**src/rtl/alu_issue_seq.sv**
```systemverilog
// rtl/alu_issue_seq.sv - ALU issue sequencer: decodes a MIPS instruction, drives a registered ALU, returns result.
// Optional overflow flag output rsp_ovf is built when ALU_SEQ_OVF_EN is defined.
module alu_issue_seq #(
  parameter int unsigned ALU_LATENCY = 1
) (
  input  logic        clk,
  input  logic        reset,
  input  logic        req_valid,
  output logic        req_ready,
  input  logic [5:0]  opcode,
  input  logic [5:0]  funct,
  input  logic [4:0]  shamt,
  input  logic [15:0] imm,
  input  logic [31:0] rs_val,
  input  logic [31:0] rt_val,
  output logic [31:0] alu_in1,
  output logic [31:0] alu_in2,
  output logic [2:0]  alu_op,
  input  logic [31:0] alu_out,
  input  logic        alu_zero,
  output logic        rsp_valid,
  input  logic        rsp_ready,
  output logic [31:0] rsp_data,
  output logic        rsp_zero,
  output logic        rsp_taken,
  output logic        rsp_illegal
`ifdef ALU_SEQ_OVF_EN
  ,
  output logic        rsp_ovf
`endif
);

  typedef enum logic [1:0] {S_IDLE, S_EXEC, S_WAIT, S_RESP} state_t;
  typedef enum logic [2:0] {K_NONE, K_ADD, K_SUB, K_BEQ, K_BNE} kind_t;

  localparam logic [2:0] OP_ADD = 3'd0;
  localparam logic [2:0] OP_SUB = 3'd1;
  localparam logic [2:0] OP_AND = 3'd2;
  localparam logic [2:0] OP_OR  = 3'd3;
  localparam logic [2:0] OP_SLL = 3'd4;
  localparam logic [2:0] OP_SRL = 3'd5;
  localparam logic [2:0] OP_SLT = 3'd6;
  localparam logic [2:0] CNT_INIT = 3'(ALU_LATENCY - 1);

  state_t      state_q;
  kind_t       kind_q;
  logic [2:0]  cnt_q;
  logic        req_ready_q;
  logic [31:0] alu_in1_q;
  logic [31:0] alu_in2_q;
  logic [2:0]  alu_op_q;
  logic        rsp_valid_q;
  logic [31:0] rsp_data_q;
  logic        rsp_zero_q;
  logic        rsp_taken_q;
  logic        rsp_illegal_q;
  logic        rsp_ovf_q;
  logic        ovf_now;

  logic        dec_legal;
  logic [2:0]  dec_op;
  logic [31:0] dec_in1;
  logic [31:0] dec_in2;
  kind_t       dec_kind;
  logic [31:0] imm_sext;
  logic [31:0] imm_zext;

  assign imm_sext = {{16{imm[15]}}, imm};
  assign imm_zext = {16'b0, imm};

  always_comb begin
    dec_legal = 1'b1;
    dec_op    = OP_ADD;
    dec_in1   = rs_val;
    dec_in2   = rt_val;
    dec_kind  = K_NONE;
    case (opcode)
      6'h00: begin
        case (funct)
          6'h20: begin dec_op = OP_ADD; dec_kind = K_ADD; end
          6'h22: begin dec_op = OP_SUB; dec_kind = K_SUB; end
          6'h24: dec_op = OP_AND;
          6'h25: dec_op = OP_OR;
          6'h2A: dec_op = OP_SLT;
          6'h00, 6'h02: begin
            dec_op  = (funct == 6'h00) ? OP_SLL : OP_SRL;
            dec_in1 = rt_val;
            dec_in2 = {27'b0, shamt};
          end
          default: dec_legal = 1'b0;
        endcase
      end
      6'h08, 6'h23, 6'h2B: begin dec_op = OP_ADD; dec_in2 = imm_sext; dec_kind = K_ADD; end
      6'h0A: begin dec_op = OP_SLT; dec_in2 = imm_sext; end
      6'h0C: begin dec_op = OP_AND; dec_in2 = imm_zext; end
      6'h0D: begin dec_op = OP_OR;  dec_in2 = imm_zext; end
      6'h04: begin dec_op = OP_SUB; dec_kind = K_BEQ; end
      6'h05: begin dec_op = OP_SUB; dec_kind = K_BNE; end
      default: dec_legal = 1'b0;
    endcase
  end

  // Signed overflow judged on the held operands against the returned result.
  always_comb begin
    ovf_now = 1'b0;
    if (kind_q == K_ADD)
      ovf_now = (alu_in1_q[31] == alu_in2_q[31]) && (alu_out[31] != alu_in1_q[31]);
    else if (kind_q == K_SUB)
      ovf_now = (alu_in1_q[31] != alu_in2_q[31]) && (alu_out[31] != alu_in1_q[31]);
  end

  always_ff @(posedge clk or posedge reset) begin
    if (reset) begin
      state_q       <= S_IDLE;
      kind_q        <= K_NONE;
      cnt_q         <= 3'd0;
      req_ready_q   <= 1'b0;
      alu_in1_q     <= 32'd0;
      alu_in2_q     <= 32'd0;
      alu_op_q      <= 3'd0;
      rsp_valid_q   <= 1'b0;
      rsp_data_q    <= 32'd0;
      rsp_zero_q    <= 1'b0;
      rsp_taken_q   <= 1'b0;
      rsp_illegal_q <= 1'b0;
      rsp_ovf_q     <= 1'b0;
    end else begin
      case (state_q)
        S_IDLE: begin
          req_ready_q <= 1'b1;
          if (req_valid && req_ready_q) begin
            req_ready_q   <= 1'b0;
            rsp_illegal_q <= 1'b0;
            if (dec_legal) begin
              alu_in1_q <= dec_in1;
              alu_in2_q <= dec_in2;
              alu_op_q  <= dec_op;
              kind_q    <= dec_kind;
              state_q   <= S_EXEC;
            end else begin
              rsp_data_q    <= 32'd0;
              rsp_zero_q    <= 1'b0;
              rsp_taken_q   <= 1'b0;
              rsp_ovf_q     <= 1'b0;
              rsp_illegal_q <= 1'b1;
              rsp_valid_q   <= 1'b1;
              state_q       <= S_RESP;
            end
          end
        end
        S_EXEC: begin
          cnt_q   <= CNT_INIT;
          state_q <= S_WAIT;
        end
        S_WAIT: begin
          if (cnt_q != 3'd0) begin
            cnt_q <= cnt_q - 3'd1;
          end else begin
            rsp_data_q  <= alu_out;
            rsp_zero_q  <= alu_zero;
            rsp_taken_q <= (kind_q == K_BEQ) ? alu_zero :
                           (kind_q == K_BNE) ? ~alu_zero : 1'b0;
            rsp_ovf_q   <= ovf_now;
            rsp_valid_q <= 1'b1;
            state_q     <= S_RESP;
          end
        end
        S_RESP: begin
          if (rsp_ready) begin
            rsp_valid_q <= 1'b0;
            req_ready_q <= 1'b1;
            state_q     <= S_IDLE;
          end
        end
        default: state_q <= S_IDLE;
      endcase
    end
  end

  assign req_ready   = req_ready_q;
  assign alu_in1     = alu_in1_q;
  assign alu_in2     = alu_in2_q;
  assign alu_op      = alu_op_q;
  assign rsp_valid   = rsp_valid_q;
  assign rsp_data    = rsp_data_q;
  assign rsp_zero    = rsp_zero_q;
  assign rsp_taken   = rsp_taken_q;
  assign rsp_illegal = rsp_illegal_q;
`ifdef ALU_SEQ_OVF_EN
  assign rsp_ovf     = rsp_ovf_q;
`else
  logic unused_ovf;
  assign unused_ovf = rsp_ovf_q ^ ovf_now;
`endif

endmodule

```
**config.mk**
```make
export PLATFORM = sky130hd
export DESIGN_NAME = alu_issue_seq
export DESIGN_NICKNAME = d
export VERILOG_FILES = /design/src/rtl/alu_issue_seq.sv
export SDC_FILE = /design/constraint.sdc
export NUM_CORES = 1
export LEC_CHECK = 0
export BUFFER_PORTS_ARGS = -buffer_cell sky130_fd_sc_hd__buf_2
export CELL_PAD_IN_SITES_DETAIL_PLACEMENT = 1
export CELL_PAD_IN_SITES_GLOBAL_PLACEMENT = 1
export CORE_AREA = 2 2 125 127
export DETAILED_ROUTE_END_ITERATION = 6
export DIE_AREA = 0 0 127 129
export PLACE_DENSITY = 0.91
export RECOVER_POWER = 25
export SYNTH_ARGS = -nofsm -noshare
export SYNTH_HDL_FRONTEND = slang
export SYNTH_SLANG_ARGS = --single-unit
```
**constraint.sdc**
```tcl
create_clock -name clk -period 5.23 [get_ports clk]
set_clock_uncertainty 0.05 [all_clocks]
set_input_delay 0 -clock clk [delete_from_list [all_inputs] [get_ports clk]]
set_output_delay 0 -clock clk [all_outputs]
set_load 0.1 [all_outputs]
```
; Word level (Yosys, flattened, before mapping)
; Index checks and enable logic that the tools add are counted.
; W data, S select, Z words.
[totals]
word_cells = 100
inputBits = 134
output_inout_bits = 104
ff_bits = 112
[op_classes]
n_addsub = 1
muxes = 39
reduce_logical = 23
bitwise_logic = 1
n_eq_ne = 24
[op_table]
columns = cell, n
row1 = $mux W32, 6
row2 = $pmux W32 S3, 1
row3 = $pmux W32 S2, 1
row4 = $eq A6 B6 Y1 const B, 7
row5 = $pmux W3 S5, 2
row6 = $eq A6 B4 Y1 const B, 4
row7 = $mux W1, 15
row8 = $eq A6 B3 Y1 const B, 2
row9 = $logic_not A6 Y1, 2
row10 = $pmux W3 S4, 1
row11 = $ne A2 B2 Y1 const B, 5
row12 = $mux W2, 4
row13 = $pmux W1 S2, 4
row14 = $pmux W2 S4, 1
row15 = $reduce_or A8 Y1, 1
row16 = $reduce_or A7 Y1, 1
row17 = $eq A6 B2 Y1 const B, 1
row18 = $pmux W3 S2, 1
row19 = $reduce_and A2 Y1, 3
row20 = $reduce_and A3 Y1, 2
row21 = $reduce_bool A2 Y1, 3
row22 = $reduce_bool A3 Y1, 2
row23 = $reduce_or A2 Y1, 3
row24 = $reduce_and A5 Y1, 1
row25 = other kinds (14), 15

; Depth between registers and ports, before layout
; Gate-level depths: netlist of run 1.
[depth]
ltp_word = 7
depth_mapped = 9
mapped_depth_nobuf = 7

; Least setup slack after synthesis of run 1
; OpenSTA, ideal clock, no wires.
[synth_timing]
path_type = flip-flop to flip-flop
from = register req_ready_q, in the netlist req_ready
to = register rsp_data_q[0], in the netlist rsp_data[0]
stages_incl_launch_ff = 7
slack_ps = 2764
synth_period_minus_slack_ps = 2466
required_time_ps = 5057
arrival_time_ps = 2293
n_path_buf = 1
path_cell_list = dfrtp_1 -> nand2_1 -> a22oi_1 -> o221ai_1 -> or2_2 -> buf_2 -> a22o_1
[synth_between]
elab_chain_cells = 3
[synth_lines]
columns = element, line
row1 = start: declaration, 48  ; logic req_ready_q;
row2 = start signal: assignment, 117  ; req_ready_q <= 1'b0;
row3 = start signal: assignment, 130  ; req_ready_q <= 1'b1;
row4 = start signal: assignment, 132  ; req_ready_q <= 1'b0;
row5 = $logic_and A1 B1 Y1, 131  ; if (req_valid && req_ready_q) begin
row6 = $ne A2 B2 Y1 (no line), --
row7 = $reduce_and A4 Y1 (no line), --
row8 = end signal: assignment, 159  ; rsp_data_q <= alu_out;
row9 = end: declaration, 53  ; logic [31:0] rsp_data_q;
; Every way passes these cells.
; A chain may end at the register's enable or synchronous reset.

; Final worst setup path of run 1
[layout_timing]
from = input port opcode[3]
to = register alu_in2_q[3], in the netlist alu_in2[3]
[layout_between]
elab_chain_cells = 4
[layout_lines]
columns = element, line
row1 = start: declaration, 10  ; input logic [5:0] opcode,
row2 = $eq A6 B3 Y1 (tied with other cells), 77  ; case (opcode)
row3 = $reduce_or A8 Y1 (no line), --
row4 = $pmux W1 S2, 77
row5 = $reduce_and A3 Y1 (no line), --
row6 = end signal: assignment, 136  ; alu_in2_q <= dec_in2;
row7 = end: declaration, 50  ; logic [31:0] alu_in2_q;
; Several ways; a longest one is shown, not always the timed one.

==> results of run 1 <==
==> flip-flops by register name (all words and copies together) (netlist names) <==
signal and flops:
alu_in1 32, alu_in2 32, rsp_data 32, alu_op 3, cnt_q 3, kind_q 3
state_q 2, req_ready 1, rsp_illegal 1, rsp_taken 1, rsp_valid 1, rsp_zero 1
==> per-layer routing <==
metal	vias up	part of all wire [%]	global-route usage, %
met5	-	0	0
li1	2786	-	-
met2	287	51	52.5
met4	0	5.3	17.6
met3	84	4.6	4.16
met1	3129	39	33.7
==> worst min-delay path, delay by kind of cell <==
| family | cells | cell delay (ns) |
|---|---|---|
| AND/OR/NAND/NOR | 2 | 0.14 |
| AO/OA/AOI/OAI | 1 | 0.06 |
| buffers and inverters | 1 | 0.18 |
==> logic make-up after synthesis <==
family          Yosys count  share of synthesized area [%]
simple gates            110                           10.9
xor+xnor                  1                          0.156
compound gates          251                           26.0
fa+ha+maj                 6                           1.33
flops                   112                           49.8
buf+inv                  60                           4.55
mux                      39                           7.33
==> worst max-delay path by stage <==
stage | from | end | cells past startpoint
3_5_place_dp | state_q[0] | rsp_data[11] | 6
6_report | opcode[3] | alu_in2[3] | 9
4_1_cts | state_q[0] | kind_q[2] | 8
2_1_floorplan | reset | alu_in1[0] | 1
5_1_grt | state_q[0] | kind_q[2] | 8
3_3_place_gp | state_q[0] | rsp_taken | 6
==> Yosys cell counts (all sizes together), types with 2 or more instances <==
cell and instances:
a21boi 2, a21oi 52, a22o 25, a31oi 2, and3 11, buf 15
clkbuf 36, dfrtp 112, ha 6, inv 9, mux2 6, mux2i 33
nand2 31, nand2b 4, nand3 19, nand4b 2, nor2 12, nor2b 18
o211ai 16, o21ai 136, o22a 2, o22ai 2, o31ai 3, o32a 2
or2 4
==> timing repair <==
action                    4_1_cts  5_1_grt
hold buffers                  129        1
buffers inserted                0        0
hold endpoints to repair      155        1
==> area by class of cell <==
class	count	area (um2)	share of cell area, %
Sequential cell	112	2800	32.9
Tap cell	188	235	2.76
Inverter	9	35.0	0.411
Timing Repair Buffer	375	2510	29.5
Clock buffer	12	256	3.01
Clock inverter	4	76.3	0.896
Multi-Input combinational cell	407	2580	30.3
Antenna cell	5	12.5	0.147
==> per-stage QoR <==
step / utilization (%) / worst slack [ns] / instances
after floorplan: - / 2.22 / 579
after global placement: 46.1 / 2.06 / 961
after detailed placement: 46.1 / 1.89 / 961
after CTS: 56.9 / 1.66 / 1106
after global routing: 56.9 / 1.42 / 1112
final: 56.9 / 1.68 / 1112
==> summary.md, run 1 <==
| Metric | Value |
|---|---|
| Status | `finished with violations` |
| Failing checks | `max-capacitance violations, max-slew violations` |
| Maximum clock path buffer count | `2` |
| Worst slew pin tran | `2.69 ns` |
| Crit path launch type | `primary input` |
| H-tree levels | `3` |
| Pre-antenna DRT Iters | `4` |
| CP Max Fanout | `15` |
| Yosys top cell area share | `49.8%` |
| Yosys Warn Count | `0` |
| Sum of negative setup slack | `0 ns` |
| Routed vias/inst | `5.65` |
| Pins Over Slew Limit | `58` |
| Die Ht | `129 um` |
| Avg Cell Area, Syn | `9.73 um2` |
| GRT overflow | `0` |
| Hpwl dp | `13100 um` |
| Area grow syn2layout | `51.2%` |
| Largest cells by area after synthesis | `dfrtp_1 (50%), o21ai_0 (12%), mux2i_1 (5.9%)` |
| Mapped Nets | `719` |
| Most used cell, CP | `dlygate4sd3_1` |
| Core area | `15000 um2` |
| Number of global-route vias before repair | `6954` |
| Rows | `45` |
| Ys async rst share | `100%` |
| Final period util | `67.9%` |
| Cts bufs inserted | `9` |
| Min Hold Slack | `0.0226 ns` |
| CTS root buffer | `clkbuf_16` |
| Detailed Route WL | `24300 um` |
| Worst Path Class, Setup | `in -> reg` |
| Fill cell count | `1749` |
| RSZ-0062 raised after global routing | `no` |
| Worst EP required | `5.40 ns` |
| CP max-delay cell | `and4_1` |
| Worst R2R End | `kind_q[2]` |
| TritonCTS clock tree | `done` |
| Hold path depth | `4` |
| DRT iter0 DRCs | `371` |
| Wire length per cell | `21.9 um` |
| DRC Markers | `0` |
| Boundary Pins | `238` |
| Antenna Nets Post-Route | `0` |
| Post-cts gate resize count | `0` |
| Placed Instance Area | `6900 um2` |
| Initial antenna violation count | `5` |
| Die Area | `16400 um2` |
| Clk sink count | `112` |
| Most frequent cells in the layout | `buf_2 (210), o21ai_0 (130), dlygate4sd3_1 (130), dfrtp_1 (112), a21oi_1 (51)` |
| Post-Syn Instances | `579` |
| Synth cell types | `50` |
| Max_cap viols | `1` |
| Number of synthesized flops with an enable pin | `0` |
| Share of layout cells above drive strength 1 | `27.4%` |
| Crit. End Element | `flop` |
| Clock Latency Late Sink | `0.36 ns` |
| Hold endpoint | `alu_op[2]` |
| Gr usage total | `29.4%` |
| Worst R2R Setup Slack | `1.70 ns` |
| Vias | `6286` |
| Max_slew headroom | `-80.1%` |
| Prevailing post-synth register cell | `dfrtp_1` |
| Largest net degree at the start of global routing | `86` |
| Worst-path cell chain | `dlygate4sd3_1 -> buf_2 -> nor3_2 -> and4_1 -> nor2_1 -> buf_4 -> a21oi_1 -> dlygate4sd3_1 -> o21ai_0` |
| Reg clk slew, reported paths | `0.08 ns` |
| Endpoints failing hold | `0` |
| RePlAce Congestion | `0.898` |
| Crit path DAT | `3.72 ns` |
| WP buf/inv | `4` |
| Max Fclk | `282 MHz` |
| R2R depth | `8` |
| Fin nets | `1054` |
| Synth area leader | `dfrtp_1` |
| Synth Register Bits | `112` |
| CP peak stage delay | `0.94 ns` |
| Initial Utilization | `37.6%` |
| First-pass GRT wire length | `37300 um` |
| Reg-to-reg startpoint | `state_q[0]` |
| CP delay by family, top | `simple AND/OR/NAND/NOR gates` |
| Port Buf Inserts | `237` |
| Most common cell after layout, fill and taps aside | `buf_2` |
| Die X | `127 um` |
| Sequential element share of the synthesized area | `49.8%` |
| Final setup viols | `0` |
| Syn Std Cell Area | `5630 um2` |
| HP Start | `opcode[4]` |
| Post-route minimum period | `3.55 ns` |
| Worst Hold Class | `in -> reg` |
| Final instance area | `8520 um2` |
Power of run 1 is not shown: default switching activity piles up to over one toggle a cycle in this logic, so the estimate is an artifact.
==> inputs of run 2 (changes only) <==
- ABC_AREA: not set -> 1
- CORE_AREA: 2 2 125 127 -> 2 2 145 147
- DIE_AREA: 0 0 127 129 -> 0 0 147 149
- PLACE_DENSITY: 0.91 -> 0.81
- clock period: 5.23 -> 3.15 ns (I/O delays scaled with it)
==> run 2 against run 1 <==
The run still ends with max-capacitance violations, max-slew violations left. Synthesized cell count rose by 49%. Cell area up 6.3%. Sequential share of layout area down 2.0 points. Wire length is 3.2% higher. First-iteration DRC count is 6.7% higher. Cell count rose by 34%. Register-to-register slack got worse by 0.89 ns. Global-route usage is 6.5 points lower. Via count is 14% higher. Critical path depth down 1. Critical path type is now reg -> reg. Largest cell class unchanged.
==> summary.md, run 2 <==
| Metric | Value |
|---|---|
| Status | `finished with violations` |
| Failing checks | `max-capacitance violations, max-slew violations` |
| Worst setup margin | `0.805 ns` |
| Antenna Nets Post-Route | `0` |
| Rows | `53` |
| CP max-delay cell | `dfrtp_1` |
| Die Area | `21900 um2` |
| Maximum clock path buffer count | `2` |
| Worst vdd ir | `0.000543 V` |
| CTS root buffer | `clkbuf_16` |
| CP peak stage delay | `0.42 ns` |
| Core area | `20600 um2` |
| Met3 usage | `4.92%` |
| H-tree levels | `3` |
| Synth Register Bits | `112` |
| Mapped Nets | `1000` |
| Clock Latency Late Sink | `0.35 ns` |
| Prevailing post-synth register cell | `dfrtp_1` |
| TritonCTS clock tree | `done` |
| Largest net degree at the start of global routing | `68` |
| Crit. End Element | `flop` |
| Worst Path Class, Setup | `reg -> reg` |
| Pwr Density | `1080 nW/um2` |
| Multi-input gate area | `2660 um2` |
| Worst Hold Class | `in -> reg` |
| Sum of negative setup slack | `0 ns` |
| Die Ht | `149 um` |
| Yosys top cell area share | `46.4%` |
| Placed Instance Area | `7480 um2` |
| Int Pwr | `3510 uW` |
| Max_slew headroom | `-28.3%` |
| Largest cells by area after synthesis | `dfrtp_1 (46%), nand2_1 (25%), nand3_1 (6.7%)` |
| Count leader, synth | `nand2_1` |
| Area grow syn2layout | `49.9%` |
| CP delay by family, top | `simple AND/OR/NAND/NOR gates` |
| Hpwl dp | `15100 um` |
| DRC Markers | `0` |
| Cts bufs inserted | `9` |
| Layer with the highest usage | `met2` |
| Switching share of power | `64.2%` |
| Crit path DAT | `2.53 ns` |
| Comb power frac | `64.9%` |
| Synth area leader | `dfrtp_1` |
| Worst-path cell chain | `inv_1 -> ha_1 -> buf_4 -> nor2_1 -> nor2_1 -> nand2_2 -> nand2_1 -> nand2_1` |
| Final setup viols | `0` |
| Yosys Warn Count | `0` |
| HP Start | `rt_val[14]` |
| Synth cell types | `26` |
| Pins Over Slew Limit | `46` |
| Max_cap viols | `1` |
| NetSw | `6300 uW` |
| Met1 GRT Util | `27.1%` |
| Ys async rst share | `100%` |
| Share of layout cells above drive strength 1 | `19.8%` |
| Post-CTS Setup Bufs | `0` |
| Wire length per cell | `16.8 um` |
| Boundary Pins | `238` |
| Post-route minimum period | `2.34 ns` |
| Hold path depth | `5` |
| Initial antenna violation count | `4` |
| Dpl ws | `0.706 ns` |
| Most common library cells after synthesis | `nand2_1 (397), dfrtp_1 (112), inv_1 (88)` |
| Post-cts gate resize count | `0` |
| Reg clk slew, reported paths | `0.08 ns` |
| Endpoints failing hold | `0` |
| GRT overflow | `0` |
| Initial Utilization | `29.4%` |
| Final instance area | `9060 um2` |
| First-pass GRT wire length | `40100 um` |
| Crit. Startpoint | `state_q[0]` |
| Die X | `147 um` |
| CP Max Fanout | `35` |
| Syn Std Cell Area | `6040 um2` |
| DRT iter0 DRCs | `396` |
| Worst R2R Setup Slack | `0.81 ns` |
| Clk network pwr share | `11.1%` |
| Sequential element share of the synthesized area | `46.4%` |
| Worst EP required | `3.34 ns` |
| Port Buf Inserts | `237` |
| Most frequent cells in the layout | `nand2_1 (397), buf_2 (200), dlygate4sd3_1 (135), dfrtp_1 (112), inv_1 (88)` |
| Leakage | `0.00524 uW` |
| Number of global-route vias before repair | `7687` |
| Post-Syn Instances | `860` |
| Fin nets | `1350` |
| Pre-antenna DRT Iters | `4` |
| Crit path launch type | `flop` |
| CTS Hold Buffers Added | `135` |
| Vias | `7135` |
| Detailed Route WL | `25100 um` |
| R2R depth | `8` |
| Final period util | `74.4%` |
| Routed vias/inst | `4.78` |
| FF+latch area | `2800 um2` |
| Reg-to-reg startpoint | `state_q[0]` |
| Gr usage total | `22.9%` |
| Avg Cell Area, Syn | `7.03 um2` |
| Most common cell after layout, fill and taps aside | `nand2_1` |
| Hold endpoint | `alu_in2[14]` |
| Max Fclk | `426 MHz` |
| Worst R2R End | `rsp_data[23]` |
| Clk sink count | `112` |
| Number of synthesized flops with an enable pin | `0` |
| WP buf/inv | `2` |
| RePlAce Congestion | `0.834` |
| Fill cell count | `2619` |
| Flop pwr share | `24.0%` |
| Met2 Resource Use GR | `40.0%` |
| Worst slew pin tran | `1.92 ns` |
| RSZ-0062 raised after global routing | `no` |
==> run 2: cell count changes after synthesis, moves of 21 or more <==
cell and change:
a21oi_1 -44, clkbuf_1 -21, mux2i_1 -33, a22o_1 -25
nand3_1 +62, nand4_1 +21, nand2_1 +366, inv_1 +79
o21ai_0 -80
==> run 2: metal layers <==
layer,share of wire [%],wire length (um)
met1,41,10400
met2,49,12300
met3,6.0,1510
met4,3.5,875
met5,0,0
==> run 2: how the worst max path moves through the flow <==
stage / endpoint / depth (start not counted)
detailed placement: kind_q[0] / 11
global placement: kind_q[2] / 10
finish: rsp_data[23] / 8
floorplan: alu_in1[0] / 1
global route: rsp_data[23] / 8
CTS: rsp_data[23] / 8
==> run 2: cell type report <==
cell class                 count  area share, %
sequential                   112           30.9
multi-input combinational    612           29.4
inverter                      91           3.77
timing repair buffer         384           29.1
antenna                        6          0.166
clock inverter                 5          0.387
tap                          275           3.80
clock buffer                   9           2.49
==> run 2: logic make-up (layout without fill, tap and decap cells) <==
family,after synthesis,in the layout,share of synthesized area (%)
adder cells (fa/ha/maj),6,6,1.24
other,0,6,0
flip-flops,112,112,46.4
buffers and inverters,136,489,9.67
AO/OA/AOI/OAI,71,71,6.21
AND/OR/NAND/NOR,535,535,36.5
==> run 2: worst min-delay path, stage by stage <==
cell and delay [ns]:
buf_2 0.12, nand4_1 0.08, nand3_1 0.06, nand2_1 0.06
nand2_1 0.05
==> run 2: power by group through the flow <==
stage	registers (uW)	logic, uW	clock network (uW)
after detailed placement	2340	6220	0
final	2350	6360	1090
after global placement	2340	6130	0
after global routing	2420	6670	1190
after floorplan	6270	1140	0
after CTS	2330	6370	1130
==> run 2: per-stage QoR <==
| step | hold slack, ns | util [%] | cells | power, uW |
|---|---|---|---|---|
| 6_report | 0.0119 | 44.1 | 1494 | 9810 |
| 5_1_grt | 0.0149 | 44.0 | 1492 | 10300 |
| 4_1_cts | 0.0000492 | 44.2 | 1488 | 9820 |
| 3_5_place_dp | 0.0846 | 36.4 | 1339 | 8560 |
| 3_3_place_gp | 0.0836 | 36.4 | 1339 | 8470 |
| 2_1_floorplan | 0.157 | - | 860 | 7420 |
(Power assumes the default switching activity.)
